**src/rtl/x_tdc_edge_stats.sv**
```systemverilog
// ---------------------------------------------------------------------------
// x_tdc_edge_stats
//
// Edge-position statistics for a tapped-delay-line TDC. On a start request the
// block captures 2^p_log2_n consecutive tap snapshots, locates the first
// transition in each one and reports the minimum, maximum and truncated mean
// edge position, plus how many snapshots contained no transition at all.
//
// Parameters
//   p_length  : delay-line tap count (power of 2, >= 8)
//   p_log2_n  : log2 of snapshots per measurement (1..12)
//
// Ports
//   i_clk     : clock, all state on the rising edge
//   i_nrst    : asynchronous active-low reset
//   i_data    : raw tap snapshot, valid every cycle
//   i_start   : single-cycle measurement request (honoured only when idle)
//   i_ready   : downstream accepts the result (honoured only when o_valid)
//   o_busy    : measurement in progress or result waiting
//   o_valid   : result available, outputs held until i_ready
//   o_min     : smallest edge position seen
//   o_max     : largest edge position seen
//   o_avg     : sum of positions >> p_log2_n
//   o_nedge   : number of snapshots with no edge (position == p_length)
//
// Build option
//   X_TDC_BUBBLE_FILTER_EN : when defined, a 3-tap per-bit majority filter
//                            cleans bubbles before encoding; latency unchanged.
// ---------------------------------------------------------------------------
module x_tdc_edge_stats #(
    parameter int p_length = 256,
    parameter int p_log2_n = 4
) (
    input  logic                      i_clk,
    input  logic                      i_nrst,
    input  logic [p_length-1:0]       i_data,
    input  logic                      i_start,
    input  logic                      i_ready,
    output logic                      o_busy,
    output logic                      o_valid,
    output logic [$clog2(p_length):0] o_min,
    output logic [$clog2(p_length):0] o_max,
    output logic [$clog2(p_length):0] o_avg,
    output logic [p_log2_n:0]         o_nedge
);

    localparam int LW = $clog2(p_length) + 1;   // position width, holds p_length
    localparam int SW = LW + p_log2_n;          // sum width, cannot overflow
    localparam int NW = p_log2_n + 1;           // no-edge counter width
    localparam int CW = p_log2_n;               // sample / drain counter width

    typedef enum logic [1:0] {IDLE, ACQ, DRAIN, DONE} state_t;

    state_t          state;
    logic [CW-1:0]   cnt;

    logic [p_length-1:0] data_p0;
    logic                vld_p0;
    logic [LW-1:0]       pos_p1;
    logic                vld_p1;
    logic [LW-1:0]       min_p2;
    logic [LW-1:0]       max_p2;
    logic [SW-1:0]       sum_p2;
    logic [NW-1:0]       nedge_p2;

`ifdef X_TDC_BUBBLE_FILTER_EN
    // Majority of each bit with its two neighbours. The end bits see their own
    // value replicated in place of the missing neighbour, so they pass through.
    function automatic logic [p_length-1:0] bubble_filter(input logic [p_length-1:0] d);
        logic [p_length-1:0] f;
        f[0]          = d[0];
        f[p_length-1] = d[p_length-1];
        for (int i = 1; i < p_length - 1; i++) begin
            f[i] = (d[i-1] & d[i]) | (d[i] & d[i+1]) | (d[i-1] & d[i+1]);
        end
        return f;
    endfunction
`endif

    // Lowest index whose bit differs from the next one up; p_length if none.
    // Scanning downwards lets the lowest match overwrite any higher one.
    function automatic logic [LW-1:0] edge_pos(input logic [p_length-1:0] d);
        logic [LW-1:0] pos;
        pos = LW'(p_length);
        for (int i = p_length - 2; i >= 0; i--) begin
            if (d[i] != d[i+1]) pos = LW'(i);
        end
        return pos;
    endfunction

    // Truncating mean: drop the p_log2_n fractional bits of the sum.
    function automatic logic [LW-1:0] avg_trunc(input logic [SW-1:0] s);
        logic [SW-1:0] q;
        q = s >> p_log2_n;
        return q[LW-1:0];
    endfunction

    // Control: a sample is captured on every ACQ cycle, then two DRAIN cycles
    // let the last one reach the accumulators before the result is declared.
    always_ff @(posedge i_clk or negedge i_nrst) begin
        if (!i_nrst) begin
            state   <= IDLE;
            cnt     <= '0;
            o_busy  <= 1'b0;
            o_valid <= 1'b0;
        end else begin
            case (state)
                IDLE: begin
                    if (i_start) begin
                        state  <= ACQ;
                        cnt    <= '0;
                        o_busy <= 1'b1;
                    end
                end
                ACQ: begin
                    cnt <= cnt + CW'(1);
                    if (&cnt) begin
                        state <= DRAIN;
                        cnt   <= '0;
                    end
                end
                DRAIN: begin
                    cnt <= cnt + CW'(1);
                    if (cnt[0]) begin
                        state   <= DONE;
                        o_valid <= 1'b1;
                    end
                end
                DONE: begin
                    if (i_ready) begin
                        state   <= IDLE;
                        o_busy  <= 1'b0;
                        o_valid <= 1'b0;
                    end
                end
                default: state <= IDLE;
            endcase
        end
    end

    // Stage 1: register the raw snapshot
    always_ff @(posedge i_clk or negedge i_nrst) begin
        if (!i_nrst) begin
            data_p0 <= '0;
            vld_p0  <= 1'b0;
        end else begin
            data_p0 <= i_data;
            vld_p0  <= (state == ACQ);
        end
    end

    // Stage 2: (optional filter) and encode the edge position
    always_ff @(posedge i_clk or negedge i_nrst) begin
        if (!i_nrst) begin
            pos_p1 <= '0;
            vld_p1 <= 1'b0;
        end else begin
`ifdef X_TDC_BUBBLE_FILTER_EN
            pos_p1 <= edge_pos(bubble_filter(data_p0));
`else
            pos_p1 <= edge_pos(data_p0);
`endif
            vld_p1 <= vld_p0;
        end
    end

    // Stage 3: accumulate statistics; cleared as a new measurement starts
    always_ff @(posedge i_clk or negedge i_nrst) begin
        if (!i_nrst) begin
            min_p2   <= '0;
            max_p2   <= '0;
            sum_p2   <= '0;
            nedge_p2 <= '0;
        end else if (state == IDLE && i_start) begin
            min_p2   <= LW'(p_length);
            max_p2   <= '0;
            sum_p2   <= '0;
            nedge_p2 <= '0;
        end else if (vld_p1) begin
            if (pos_p1 < min_p2) min_p2 <= pos_p1;
            if (pos_p1 > max_p2) max_p2 <= pos_p1;
            sum_p2 <= sum_p2 + SW'(pos_p1);
            if (pos_p1 == LW'(p_length)) nedge_p2 <= nedge_p2 + NW'(1);
        end
    end

    assign o_min   = min_p2;
    assign o_max   = max_p2;
    assign o_avg   = avg_trunc(sum_p2);
    assign o_nedge = nedge_p2;

endmodule
```
**config.mk**
```make
export PLATFORM = sky130hd
export DESIGN_NAME = x_tdc_edge_stats
export DESIGN_NICKNAME = d
export VERILOG_FILES = /design/src/rtl/x_tdc_edge_stats.sv
export SDC_FILE = /design/constraint.sdc
export NUM_CORES = 1
export LEC_CHECK = 0
export CAP_MARGIN = 20
export CORE_MARGIN = 8
export CORE_UTILIZATION = 49
export CTS_CLUSTER_DIAMETER = 120
export CTS_CLUSTER_SIZE = 28
export DETAILED_ROUTE_END_ITERATION = 10
export HOLD_SLACK_MARGIN = 0.02
export PLACE_DENSITY = 0.8
export SYNTH_ARGS = -nofsm -noshare
export SYNTH_HDL_FRONTEND = slang
export SYNTH_SLANG_ARGS = --single-unit
```
**constraint.sdc**
```tcl
create_clock -name i_clk -period 2.3 [get_ports i_clk]
set_input_delay 0.345 -clock i_clk [delete_from_list [all_inputs] [get_ports i_clk]]
set_output_delay 0.345 -clock i_clk [all_outputs]
set_load 0.01 [all_outputs]
```
==> flow_summary.ini, run 1 <==
[power]
seq_power_share_pct = 49.5
vdd_ir_drop_max_uv = 594
total_power_uw = 12600
comb_power_share_pct = 26.7
cellPowerDensity_mw_per_mm2 = 535
p_sw_share_pct = 30.5
internal-power_uw = 8770
power_frac_clock_pct = 23.8
cellLeakagePower_uw = 0.00969
power.switching_uw = 3860

[worst_setup_path]
cp.depth = 8
path_max_fanout = 4
crit_top_cell = o211ai_1
regToRegSetupSlack_ps = -230
required_time_of_the_worst_setup_path_ps = 2690
crit-reg2reg-launch = data_p0[160]
critPathMaxStageDelay_ps = 480
criticalPathCategory = reg2reg
setup.worst_path.start_class = flop
crit_path_end_kind = flop
crit_path_to = pos_p1[1]
reg2reg_to = pos_p1[1]
slowest_stage = a222oi_1
cells_along_the_critical_path = buf_4, or3_1, a222oi_1, nand4_1, nor2_1, o211ai_1, o211ai_1, a21oi_2
critical_path_buf_inv_count = 1
cp-startpoint = data_p0[160]
worst_path_dominant_cell_family = compound AO/OA/AOI/OAI gates
worst-endpoint-arrival_ps = 2930
timing.reg2reg.worst_path_depth = 8

[timing]
timing.final.max_slew_violations = 0
fin_setup_tns_ps = -813
timing_worst_slew_pin_value_ps = 732
clock_skew_ps = 29.1
grt_setup_unrepaired = yes
fmaxAchievable_mhz = 395
final_critical_path_time_including_i_o_delays_and_setup_ps = 2530
timing_hold_violations_final = 0
maxSlewHeadroom_pct = 51.2
postLayoutSetupSlackWorst_ps = -232
finalSetupViolations = 10
layout_worst_path_cycle_share_pct = 110

[cells_and_area]
area_growth_syn_to_layout_pct = 40.3
drive_gt1_share_pct = 20.7
fin_nets = 2708
fin_cells = 2872
filler_cell_count = 2529

[route]
detail_route.iter0.violations = 1406
first_pass_iters = 6
route.antenna.remaining_nets = 0
vias = 16800
drc = 0
via_per_inst = 5.85
total_length_of_routed_wires_mm = 54.4
post_drt_wl_per_cell_um = 18.9

[cts]
worst_skew_pair.late_latency_ps = 530
clock_tree.buffer_depth = 3
worst_setup_hold_path_clk_slew_ps = 110
numCtsBuffers = 15
clock_tree.htree_level_count = 1
cts_sink_cnt = 311
cts-root-buf = clkbuf_16
clock_tree_from_tritoncts = yes

[grt]
global_route.overflow_total = 0
overall_global_routing_usage_pct = 25.2
grt_antenna_before_repair = 2
grt_pass1_vias = 16200
grt_first_pass_wirelength_mm = 84.1
grt_max_degree = 67

[floorplan]
placement_rows = 68
floorplan.initialDensity_pct = 49.2
dieWidth_um = 201
placeableCoreArea_mm2 = 0.0341
num_io_pins = 294
fp.dieH_um = 201
floorplan.die_area_mm2 = 0.0405

[run]
max_cap_violations = 0

[synthesis]
synth_top_cell_area_share_pct = 46.3
synth_ff_type = dfrtp_1
netlist-cell-type-count = 85
count_of_flip_flops_with_a_built_in_enable_after_synthesis = 0
synthTopCellsByCount = dfrtp_1, nand2_1, nand3_1
synth_area_per_cell_um2 = 8.96
postSynthRegisterBits = 311
mappedNetlistNets = 2170
postSynth.asyncResetShare_pct = 100
yosys.cell_count.top_type = dfrtp_1
synth.yosys.warnings = 0
syn-instance-count = 1876
mappedNetlistArea_mm2 = 0.0168
synth.yosys.seq_area_share_pct = 46.3
synth.area.top_cells = dfrtp_1, nand3_1, o21ai_0, nand2_1, a21oi_1
yosys.area.top_type = dfrtp_1

[run_status]
violated_checks = setup timing
status = finished with violations

[worst_hold_path]
timing.hold.worst.class = in2reg

[place]
io_buffer_count = 293
placed_cells_incl_taps = 2823
hpwlAfterDp_mm = 42.0
gp_congestion = 0.939
==> cell families (layout without fill, tap and decap cells) <==
| family | after synthesis | after routing | share of synthesized area [%] |
|---|---|---|---|
| multiplexers | 9 | 9 | 0.544 |
| adder cells (fa/ha/maj) | 34 | 34 | 2.58 |
| buffers and inverters | 180 | 717 | 4.45 |
| AND/OR/NAND/NOR | 799 | 799 | 24.4 |
| flip-flops | 311 | 311 | 46.3 |
| AO/OA/AOI/OAI | 518 | 521 | 20.4 |
| XOR/XNOR | 25 | 25 | 1.30 |
| other | 0 | 1 | 0 |
==> sequential cells by signal, indices dropped and copies added (netlist names) <==
| signal | flops |
|---|---|
| o_nedge | 5 |
| data_p0 | 256 |
| sum_p2 | 13 |
| o_min | 9 |
| vld_p1 | 1 |
| vld_p0 | 1 |
| state | 2 |
| o_valid | 1 |
| o_busy | 1 |
| o_max | 9 |
| pos_p1 | 9 |
| cnt | 4 |
==> worst min-delay path by stage <==
stage	startpoint	to	slack [ps]	cells past startpoint
2_1_floorplan	i_nrst	cnt[0]	50	0
3_3_place_gp	i_nrst	data_p0[170]	350	1
3_5_place_dp	i_nrst	data_p0[170]	350	1
4_1_cts	i_data[194]	data_p0[194]	220	1
5_1_grt	i_data[198]	data_p0[198]	220	1
6_report	i_data[89]	data_p0[89]	230	1
==> layer usage <==
metal	global-route usage [%]	wire length [um]	vias up
met3	5.61	4180	118
met5	0	14	-
met4	8.82	1930	2
met2	40.6	25600	682
li1	-	-	7981
met1	33.2	22700	8007
==> metrics by stage <==
stage	utilization (%)	cell area, um2	hold WS [ps]	setup slack (ps)
finish	69.1	23600	233	-232
global placement	64.8	22100	349	-328
CTS	67.3	23000	218	-185
global route	69.1	23600	216	-324
detailed placement	64.8	22100	347	-386
floorplan	-	16800	49.4	49.6
==> final cells by class <==
class                   instances  area (um2)  area share (%)
repair buffers                600        5330            22.6
clock inverters                 3        36.3           0.154
well taps                     455         569            2.41
inverters                      98         368            1.56
flip-flops and latches        311        7780            33.0
clock buffers                  16         389            1.65
diodes                          1        2.50          0.0106
multi-input cells            1388        9100            38.6
==> layout by cell type (no fill, tap or decap), types with 11 or more instances in the layout <==
| cell type | Yosys | layout |
|---|---|---|
| clkdlybuf4s50_1 | 0 | 292 |
| clkbuf_16 | 0 | 15 |
| inv_1 | 97 | 94 |
| or3_1 | 53 | 46 |
| xor2_1 | 15 | 15 |
| o21ai_1 | 4 | 15 |
| a31oi_1 | 12 | 12 |
| ha_1 | 33 | 30 |
| o22ai_1 | 36 | 28 |
| nand2_1 | 167 | 161 |
| o2111ai_1 | 16 | 14 |
| nor3_1 | 83 | 75 |
| or2_2 | 24 | 24 |
| nand4_1 | 32 | 32 |
| o21ai_2 | 1 | 17 |
| a211oi_1 | 17 | 12 |
| a21oi_2 | 0 | 14 |
| o211ai_1 | 27 | 27 |
| dfrtp_1 | 311 | 310 |
| buf_4 | 9 | 295 |
| a21oi_1 | 117 | 102 |
| and2_1 | 16 | 13 |
| nand2b_1 | 37 | 34 |
| nand3_1 | 131 | 126 |
| a41oi_1 | 12 | 11 |
| o21ai_0 | 128 | 96 |
| nor2b_1 | 33 | 32 |
| nor4_1 | 33 | 29 |
| and3_1 | 31 | 29 |
| nor2_1 | 121 | 118 |
==> repair_timing <==
action                     in CTS  in global routing
gates resized for setup        92                110
cloned                          1                  2
hold endpoints to repair       59                  0
setup endpoints to repair      34                 33
hold buffers                    1                  0
pin swaps                      45                 72
setup buffers                  10                 16
==> power groups by stage <==
stage | registers [uW] | logic, uW | clock network [uW]
after floorplan | 6280 | 1430 | 0
after global placement | 6320 | 2820 | 0
after detailed placement | 6340 | 2900 | 0
after CTS | 6230 | 3010 | 3090
after global routing | 6310 | 3680 | 3290
final | 6250 | 3370 | 3010
Power figures use the tool's default switching activity.
==> run 2: changes to the inputs <==
CAP_MARGIN = unset   (was 20)
CELL_PAD_IN_SITES_DETAIL_PLACEMENT = 0   (was unset)
CELL_PAD_IN_SITES_GLOBAL_PLACEMENT = 1   (was unset)
CORE_UTILIZATION = 37   (was 49)
==> run 2 against run 1 <==
The flow still finishes with violations (setup timing). Largest power group unchanged. Cell area up 3.5%. Register-to-register slack worse by 70 ps. Via count down 0.13%. Sequential cell count unchanged. Routed wire length up 5.4%. Sequential power about the same. Highest routed layer unchanged. Clock power up 2%. Non-clock buffer count up 80. Clock-buffer cell count up 1.
==> flow_summary.ini, run 2 (synthesis gave the netlist of run 1 again) <==
[run_status]
status = finished with violations
violated_checks = setup timing

[floorplan]
placement_rows = 78
num_io_pins = 294
dieWidth_um = 229
floorplan.die_area_mm2 = 0.0525
floorplan.initialDensity_pct = 37.3
placeableCoreArea_mm2 = 0.0451
fp.dieH_um = 229

[place]
io_buffer_count = 293
hpwlAfterDp_mm = 45.4
placed_cells_incl_taps = 3037
gp_congestion = 0.931
placed_cell_area_mm2 = 0.0228

[cells_and_area]
final_cell_area_mm2 = 0.0244
leading_cell_types_in_the_layout_fill_and_taps_excluded = buf_4, dfrtp_1, clkdlybuf4s50_1
fin_cells = 3099
layout.cells.most_common = buf_4
largest_register_ff_count = 256
largestRegisters = data_p0 x256, sum_p2 x13
drive_gt1_share_pct = 23.3
area_growth_syn_to_layout_pct = 45.2
top_register = data_p0
filler_cell_count = 4133
final_util_pct = 54.1
fin_nets = 2788

[cts]
worst_skew_pair.late_latency_ps = 540
cts-root-buf = clkbuf_16
clock_tree_from_tritoncts = yes
clock_tree.buffer_depth = 3
worst_setup_hold_path_clk_slew_ps = 120
cts_sink_cnt = 311
numCtsBuffers = 15
clock_tree.htree_level_count = 1

[worst_setup_path]
reg2reg_to = pos_p1[1]
worst-endpoint-arrival_ps = 3050
regToRegSetupSlack_ps = -300
crit-reg2reg-launch = data_p0[194]
timing.reg2reg.worst_path_depth = 8
setup.worst_path.start_class = flop
required_time_of_the_worst_setup_path_ps = 2750
path_max_fanout = 2
crit_path_end_kind = flop
criticalPathCategory = reg2reg

[timing]
grt_setup_unrepaired = yes
postLayoutSetupSlackWorst_ps = -298
maxSlewHeadroom_pct = 52.3
finalSetupViolations = 11
fmaxAchievable_mhz = 385
clock_skew_ps = 36.6
timing.final.max_slew_violations = 0
timing_worst_slew_pin_value_ps = 715
final_critical_path_time_including_i_o_delays_and_setup_ps = 2600
finalHoldWorstSlack_ps = 214
layout_worst_path_cycle_share_pct = 113
timing_hold_violations_final = 0

[route]
total_length_of_routed_wires_mm = 57.4
via_per_inst = 5.41
vias = 16800
detail_route.iter0.violations = 1043
drc = 0
post_drt_wl_per_cell_um = 18.5
first_pass_iters = 5
route.antenna.remaining_nets = 0

[power]
comb_power_share_pct = 26.5
power_frac_clock_pct = 24.3
cellLeakagePower_uw = 0.0101
power.switching_uw = 3860
internal-power_uw = 8790
vdd_ir_drop_max_uv = 549
cellPowerDensity_mw_per_mm2 = 519
p_sw_share_pct = 30.5
seq_power_share_pct = 49.2

[worst_hold_path]
min_delay_path_depth = 1
min_delay_worst_endpoint = data_p0[79]
timing.hold.worst.class = in2reg
worst_hold_startpoint = i_data[79]

[grt]
grt_pass1_vias = 16900
grt_max_degree = 70
grt_antenna_before_repair = 4
global_route.overflow_total = 0
grt_first_pass_wirelength_mm = 90.2
overall_global_routing_usage_pct = 20.8

[run]
max_cap_violations = 0
## run 2: cell types whose count changed in the layout (fill, tap and decap cells not counted), sizes merged
| cell | before | now |
|---|---|---|
| buf | 307 | 387 |
| clkbuf | 16 | 17 |
| clkinv | 2 | 1 |
| diode | 1 | 2 |
| inv | 99 | 100 |
## run 2: layout make-up
class,count,area [um2],share of cell area (%)
diodes,2,5.00,0.0205
repair buffers,680,5930,24.3
multi-input cells,1388,9130,37.4
well taps,600,751,3.08
clock buffers,17,393,1.61
inverters,98,368,1.51
clock inverters,3,33.8,0.138
flip-flops and latches,311,7780,31.9
## run 2: power groups by stage
stage / logic, uW / registers (uW) / clock network, uW
finish: 3350 / 6220 / 3080
global route: 3680 / 6270 / 3400
CTS: 3140 / 6200 / 3230
detailed placement: 3020 / 6310 / 0
global placement: 2970 / 6300 / 0
floorplan: 1430 / 6280 / 0
## run 2: critical path, cell delays in order, from the launching register on
cell      delay (ps)
dfrtp_1          400
or4_1            540
o22ai_2          130
and3_4           220
o21ai_2           70
or4_4            500
a21oi_4          200
o211ai_1         210
a21oi_1          210
## run 2: worst max path at each step
stage / startpoint / endpoint / slack [ps] / depth (start not counted)
3_3_place_gp: data_p0[190] / pos_p1[1] / -470 / 8
4_1_cts: data_p0[194] / pos_p1[1] / -240 / 8
3_5_place_dp: data_p0[190] / pos_p1[1] / -560 / 8
5_1_grt: data_p0[66] / pos_p1[1] / -340 / 9
2_1_floorplan: data_p0[12] / pos_p1[1] / 50 / 8
6_report: data_p0[194] / pos_p1[1] / -300 / 8
## run 2: metal layers
metal	global-route usage, %	routed length, um
met1	27.8	25900
met2	34.8	27200
met3	3.71	3120
met4	4.84	1190
met5	0	27
## run 2: per-stage QoR
| stage | setup slack [ps] | TNS, ps | total power [uW] |
|---|---|---|---|
| final | -298 | -717 | 12700 |
| after floorplan | 49.6 | 0 | 7710 |
| after global placement | -466 | -3840 | 9260 |
| after detailed placement | -561 | -5410 | 9330 |
| after global routing | -337 | -1950 | 13300 |
| after CTS | -237 | -754 | 12600 |
## run 2: repair_timing
action,CTS,global route
gates cloned,1,2
hold buffers,1,0
hold endpoints to repair,51,0
pin swaps,49,49
setup endpoints to repair,33,36
gates resized for setup,91,107
setup buffers,29,12
